[src/rtl/riscv_pipe_pkg.sv]
// rtl/riscv_pipe_pkg.sv - control bundle layout shared by the ID/EX pipeline stage
package riscv_pipe_pkg;

  localparam int CTRL_W = 11;

  localparam int CTRL_REGWRITE = 0;
  localparam int CTRL_MEMREAD  = 1;
  localparam int CTRL_MEMWRITE = 2;
  localparam int CTRL_MEMTOREG = 3;
  localparam int CTRL_ALUSRC   = 4;
  localparam int CTRL_ALUOP_LO = 5;
  localparam int CTRL_ALUOP_HI = 8;
  localparam int CTRL_BRANCH   = 9;
  localparam int CTRL_JUMP     = 10;

  localparam logic [CTRL_W-1:0] CTRL_NOP = '0;

endpackage

[src/rtl/hazard_detect.sv]
// rtl/hazard_detect.sv - combinational load-use hazard detection for the ID/EX stage
module hazard_detect #(
  parameter int REG_ADDR_W = 5
) (
  input  logic                  ex_valid,
  input  logic                  ex_memread,
  input  logic [REG_ADDR_W-1:0] ex_rd,
  input  logic                  id_valid,
  input  logic [REG_ADDR_W-1:0] id_rs1,
  input  logic [REG_ADDR_W-1:0] id_rs2,
  input  logic                  id_uses_rs1,
  input  logic                  id_uses_rs2,
  input  logic                  flush,
  input  logic                  ext_stall,
  output logic                  load_use_stall
);

  logic w_rs1_hit;
  logic w_rs2_hit;
  logic w_load_in_ex;

  assign w_rs1_hit    = id_uses_rs1 && (id_rs1 == ex_rd);
  assign w_rs2_hit    = id_uses_rs2 && (id_rs2 == ex_rd);
  assign w_load_in_ex = ex_valid && ex_memread && (ex_rd != '0);

  // An external stall already freezes the whole pipe, so no bubble may be requested under it.
  assign load_use_stall = w_load_in_ex && id_valid && !flush && !ext_stall &&
                          (w_rs1_hit || w_rs2_hit);

endmodule

[src/rtl/id_ex_pipeline_reg.sv]
// rtl/id_ex_pipeline_reg.sv - ID/EX register with load-use bubble; HAZARD_PERF_EN builds the bubble counter
module id_ex_pipeline_reg
  import riscv_pipe_pkg::*;
#(
  parameter int XLEN       = 32,
  parameter int REG_ADDR_W = 5
) (
  input  logic                  clk,
  input  logic                  rst_n,
  input  logic                  id_valid,
  input  logic [XLEN-1:0]       id_pc,
  input  logic [REG_ADDR_W-1:0] id_rs1,
  input  logic [REG_ADDR_W-1:0] id_rs2,
  input  logic                  id_uses_rs1,
  input  logic                  id_uses_rs2,
  input  logic [REG_ADDR_W-1:0] id_rd,
  input  logic [XLEN-1:0]       id_rs1_data,
  input  logic [XLEN-1:0]       id_rs2_data,
  input  logic [XLEN-1:0]       id_imm,
  input  logic [CTRL_W-1:0]     id_ctrl,
  input  logic                  ext_stall,
  input  logic                  flush,
  output logic                  id_ex_valid,
  output logic [XLEN-1:0]       id_ex_pc,
  output logic [XLEN-1:0]       id_ex_imm,
  output logic [REG_ADDR_W-1:0] id_ex_rs1,
  output logic [REG_ADDR_W-1:0] id_ex_rs2,
  output logic [REG_ADDR_W-1:0] id_ex_rd,
  output logic [XLEN-1:0]       id_ex_rs1_data,
  output logic [XLEN-1:0]       id_ex_rs2_data,
  output logic [CTRL_W-1:0]     id_ex_ctrl,
  output logic                  load_use_stall,
  output logic [31:0]           stall_count
);

  logic                  r_valid;
  logic [XLEN-1:0]       r_pc;
  logic [XLEN-1:0]       r_imm;
  logic [REG_ADDR_W-1:0] r_rs1;
  logic [REG_ADDR_W-1:0] r_rs2;
  logic [REG_ADDR_W-1:0] r_rd;
  logic [XLEN-1:0]       r_rs1_data;
  logic [XLEN-1:0]       r_rs2_data;
  logic [CTRL_W-1:0]     r_ctrl;
  logic                  w_load_use_stall;
  logic                  w_bubble;

  hazard_detect #(
    .REG_ADDR_W (REG_ADDR_W)
  ) u_hazard_detect (
    .ex_valid       (r_valid),
    .ex_memread     (r_ctrl[CTRL_MEMREAD]),
    .ex_rd          (r_rd),
    .id_valid       (id_valid),
    .id_rs1         (id_rs1),
    .id_rs2         (id_rs2),
    .id_uses_rs1    (id_uses_rs1),
    .id_uses_rs2    (id_uses_rs2),
    .flush          (flush),
    .ext_stall      (ext_stall),
    .load_use_stall (w_load_use_stall)
  );

  // Flush outranks the external stall; the load-use term is already masked by both.
  assign w_bubble = flush || w_load_use_stall;

  always_ff @(posedge clk or negedge rst_n) begin
    if (!rst_n) begin
      r_valid    <= 1'b0;
      r_pc       <= '0;
      r_imm      <= '0;
      r_rs1      <= '0;
      r_rs2      <= '0;
      r_rd       <= '0;
      r_rs1_data <= '0;
      r_rs2_data <= '0;
      r_ctrl     <= CTRL_NOP;
    end else if (w_bubble) begin
      r_valid    <= 1'b0;
      r_pc       <= '0;
      r_imm      <= '0;
      r_rs1      <= '0;
      r_rs2      <= '0;
      r_rd       <= '0;
      r_rs1_data <= '0;
      r_rs2_data <= '0;
      r_ctrl     <= CTRL_NOP;
    end else if (!ext_stall) begin
      r_valid    <= id_valid;
      r_pc       <= id_pc;
      r_imm      <= id_imm;
      r_rs1      <= id_rs1;
      r_rs2      <= id_rs2;
      r_rd       <= id_rd;
      r_rs1_data <= id_rs1_data;
      r_rs2_data <= id_rs2_data;
      r_ctrl     <= id_valid ? id_ctrl : CTRL_NOP;
    end
  end

`ifdef HAZARD_PERF_EN
  logic [31:0] r_stall_count;

  always_ff @(posedge clk or negedge rst_n) begin
    if (!rst_n) begin
      r_stall_count <= 32'd0;
    end else if (w_load_use_stall) begin
      r_stall_count <= r_stall_count + 32'd1;
    end
  end

  assign stall_count = r_stall_count;
`else
  assign stall_count = 32'd0;
`endif

  assign id_ex_valid    = r_valid;
  assign id_ex_pc       = r_pc;
  assign id_ex_imm      = r_imm;
  assign id_ex_rs1      = r_rs1;
  assign id_ex_rs2      = r_rs2;
  assign id_ex_rd       = r_rd;
  assign id_ex_rs1_data = r_rs1_data;
  assign id_ex_rs2_data = r_rs2_data;
  assign id_ex_ctrl     = r_ctrl;
  assign load_use_stall = w_load_use_stall;

endmodule
[config.mk]
export PLATFORM = sky130hd
export DESIGN_NAME = id_ex_pipeline_reg
export DESIGN_NICKNAME = d
export VERILOG_FILES = /design/src/rtl/riscv_pipe_pkg.sv /design/src/rtl/hazard_detect.sv /design/src/rtl/id_ex_pipeline_reg.sv
export SDC_FILE = /design/constraint.sdc
export NUM_CORES = 1
export LEC_CHECK = 0
export CAP_MARGIN = 20
export CORE_UTILIZATION = 30
export CTS_BUF_LIST = sky130_fd_sc_hd__clkbuf_2
export CTS_CLUSTER_DIAMETER = 80
export DETAILED_ROUTE_END_ITERATION = 16
export HOLD_SLACK_MARGIN = 0.03
export SLEW_MARGIN = 20
export SYNTH_ARGS = -nofsm -noshare
export SYNTH_HDL_FRONTEND = slang
export SYNTH_SLANG_ARGS = --single-unit
[constraint.sdc]
create_clock -name clk -period 2.3 [get_ports clk]
set_clock_uncertainty 0.15 [all_clocks]
set_input_delay 0.345 -clock clk [delete_from_list [all_inputs] [get_ports clk]]
set_output_delay 0.345 -clock clk [all_outputs]
set_load 0.01 [all_outputs]
==> results.py <==
metrics = {
    "outcome": {
        "outcome": "finished with violations",
        "violations": "negative setup slack",
    },
    "pwr": {
        "p_per_area_nw_per_um2": 449,
        "power.leakage_nw": 7.23,
        "peakVddDrop_v": 0.000259,
    },
    "clock_tree": {
        "cts.clk_slew.worst_paths_ps": 280,
        "cts_tree": "built",
        "cts_buffers": 17,
        "insertion_delay_ps": 700,
        "cts_sinks": 155,
        "cts_buffer_depth": 2,
        "htreeDepth": 4,
        "clockRootBuffer": "clkbuf_2",
    },
    "timing": {
        "tightest_slew_ps": 922,
        "worst_slack_ps": -361,
        "fin_crit_sh_pct": 116,
        "hold_viol": 0,
        "fin_crit_ps": 2660,
        "rsz0062_at_grt": "true",
        "max_slew_margin_pct": 38.5,
        "setup-violations-final": 1,
        "fmaxAchievable_mhz": 376,
        "slew_viol_final": 0,
    },
    "synthesis": {
        "postSynthCellCount": 612,
        "synth_ff_type": "dfrtp_1",
        "yosysTopAreaCellShare_pct": 47.4,
        "synthXorXnorAreaFrac_pct": 1.07,
        "yosysSeqAreaShare_pct": 47.4,
        "synth_edf_count": 0,
        "yosys.area_share.simple_pct": 1.70,
        "avgSynthCellArea_um2": 13.4,
        "yosys-top-cells-area": "dfrtp_1 (47%), a211oi_2 (21%), mux2i_1 (18%)",
        "synth_fa_ha_area_share_pct": 0,
        "async_flop_share_pct": 100,
        "synth_compound_area_share_pct": 23.5,
        "yosysTopAreaCell": "dfrtp_1",
        "syn_area_um2": 8180,
        "synth_seq_cells": 155,
        "ys_types": 20,
        "synthMuxAreaShare_pct": 17.6,
        "yosysWarnings": 0,
        "synth_top_family_by_area": "compound AO/OA/AOI/OAI gates",
    },
    "floorplan": {
        "fp-row-count": 60,
        "die_height_um": 167,
        "core_um2": 26900,
        "die_area_um2": 27900,
        "io_pins": 349,
        "initial_core_util_pct": 30.4,
        "dieWidth_um": 167,
    },
    "placement": {
        "io_buffers": 316,
        "place_congestion": 0.723,
        "place_ws_ps": -417,
        "hpwl_um": 15100,
    },
    "critical_path": {
        "crit_fanout": 4,
        "cp-end-kind": "primary output",
        "critPathLaunchType": "flop",
        "worst-setup-path-type": "flop to primary output",
        "worst-endpoint-required_ps": 1800,
        "critPathArrivalTime_ps": 2170,
    },
    "job": {
        "drv_cap": 0,
    },
    "layout": {
        "nets": 1216,
        "drive_gt1_share_pct": 23.1,
        "postLayoutCoreUtil_pct": 50.1,
        "syn2layout_area_growth_pct": 64.6,
    },
    "detailed_routing": {
        "vias": 6681,
        "drc": 0,
        "ant_nets": 0,
        "postRouteWirelength_um": 25000,
        "initialDrtViolationCount": 351,
        "via_per_inst": 4.74,
        "wire_per_inst_um": 17.7,
        "first_pass_iters": 4,
    },
    "global_route": {
        "overflow": 0,
        "antenna_found_initial": 1,
        "first_global_vias": 6763,
        "grt_pass1_wl_um": 38300,
        "grt_max_degree": 93,
        "grtUsageTotal_pct": 17.3,
    },
    "hold_path": {
        "hold_path.class": "input pin to flop",
    },
}
==> cells by family (layout without fill, tap and decap cells) <==
logic type,Yosys count,after routing
buf+inv,104,529
simple gates,31,31
mux,144,144
xor+xnor,10,10
other cells,1,33
compound gates,167,167
flops,155,155
==> worst max-delay path, stage by stage, from the launching register on <==
cell	delay, ps
dfrtp_1	500
or4_4	510
nor2_4	140
nor3_4	50
and2_4	150
buf_6	120
==> synthesized netlist by cell type, types with 2 or more instances <==
cell type,n
a211oi_1,16
a211oi_2,139
a21oi_1,11
buf_2,21
buf_4,34
buf_6,5
buf_8,11
clkbuf_1,33
dfrtp_1,155
mux2i_1,144
nand2_1,13
nand4_1,2
nor2_1,12
xnor2_1,10
==> registers in the layout (all words and copies together), names as in the netlist <==
name            cells
id_ex_ctrl         11
id_ex_imm          32
id_ex_pc           32
id_ex_rd            5
id_ex_rs1           5
id_ex_rs1_data     32
id_ex_rs2           5
id_ex_rs2_data     32
id_ex_valid         1
==> path summary, 6_finish.rpt <==
| check | cells past startpoint | start | slack, ps | to |
|---|---|---|---|---|
| min in group asynchronous | 3 | rst_n | 550 | id_ex_imm[0] |
| max in group asynchronous | 4 | rst_n | 750 | id_ex_rs2_data[19] |
| worst min register to register | 2 | id_ex_pc[13] | 480 | id_ex_pc[13] |
| worst max register to register | 7 | id_ex_rd[3] | 90 | id_ex_ctrl[3] |
| worst max-delay path | 5 | id_ex_rd[3] | -360 | load_use_stall |
| worst min-delay path | 3 | id_imm[7] | 150 | id_ex_imm[7] |
==> per-layer routing <==
layer	routed length, um	up-vias	part of all wire, %	GRT usage (%)
met2	12300	226	49	29.0
li1	-	3108	-	-
met3	1600	12	6.4	5.63
met4	217	0	0.87	3.26
met5	0	-	0	0
met1	10900	3335	44	21.7
==> layout by cell type (no fill, tap or decap), types with 13 or more instances in the layout <==
master / instances
a211oi_1: 16
a211oi_2: 139
buf_4: 51
clkbuf_2: 18
clkdlybuf4s50_1: 182
conb_1: 32
dfrtp_1: 153
dlygate4sd2_1: 23
dlygate4sd3_1: 120
dlymetal6s2s_1: 103
mux2i_1: 144
nand2_1: 13
==> layout make-up <==
| class | instances | area, um2 |
|---|---|---|
| Antenna cell | 1 | 2.50 |
| Clock buffer | 17 | 85.1 |
| Clock inverter | 15 | 129 |
| Fill cell | 2395 | 13400 |
| Multi-Input combinational cell | 384 | 3760 |
| Sequential cell | 155 | 3880 |
| Tap cell | 341 | 427 |
| Timing Repair Buffer | 497 | 5170 |
==> timing repair <==
action                                 4_1_cts  5_1_grt
endpoints found under the hold margin      260       23
setup buffers                                2       28
setup endpoints to repair                   31      112
hold buffers                                99       21
pin swaps                                    3        5
gates resized for setup                     40      111
==> power by group <==
part | switching, W | total (W) | internal (W)
clock | 0.00117 | 0.00151 | 0.000333
combinational | 0.000676 | 0.00157 | 0.000896
sequential | 0.0000834 | 0.00296 | 0.00288
total | 0.00193 | 0.00604 | 0.00411
==> per-stage QoR <==
stage,cell area (um2),total power [W],TNS (ps),hold WS (ps),cells
2_1_floorplan,8290,0.00365,0,-101,643
3_5_place_dp,11600,0.00441,-24240,251,1227
5_1_grt,13500,0.00637,-600,29.7,1410
4_1_cts,12800,0.00612,-482,30.9,1360
6_report,13500,0.00604,-361,146,1410
3_3_place_gp,11600,0.00441,-26130,270,1227
Power figures use the tool's default switching activity.
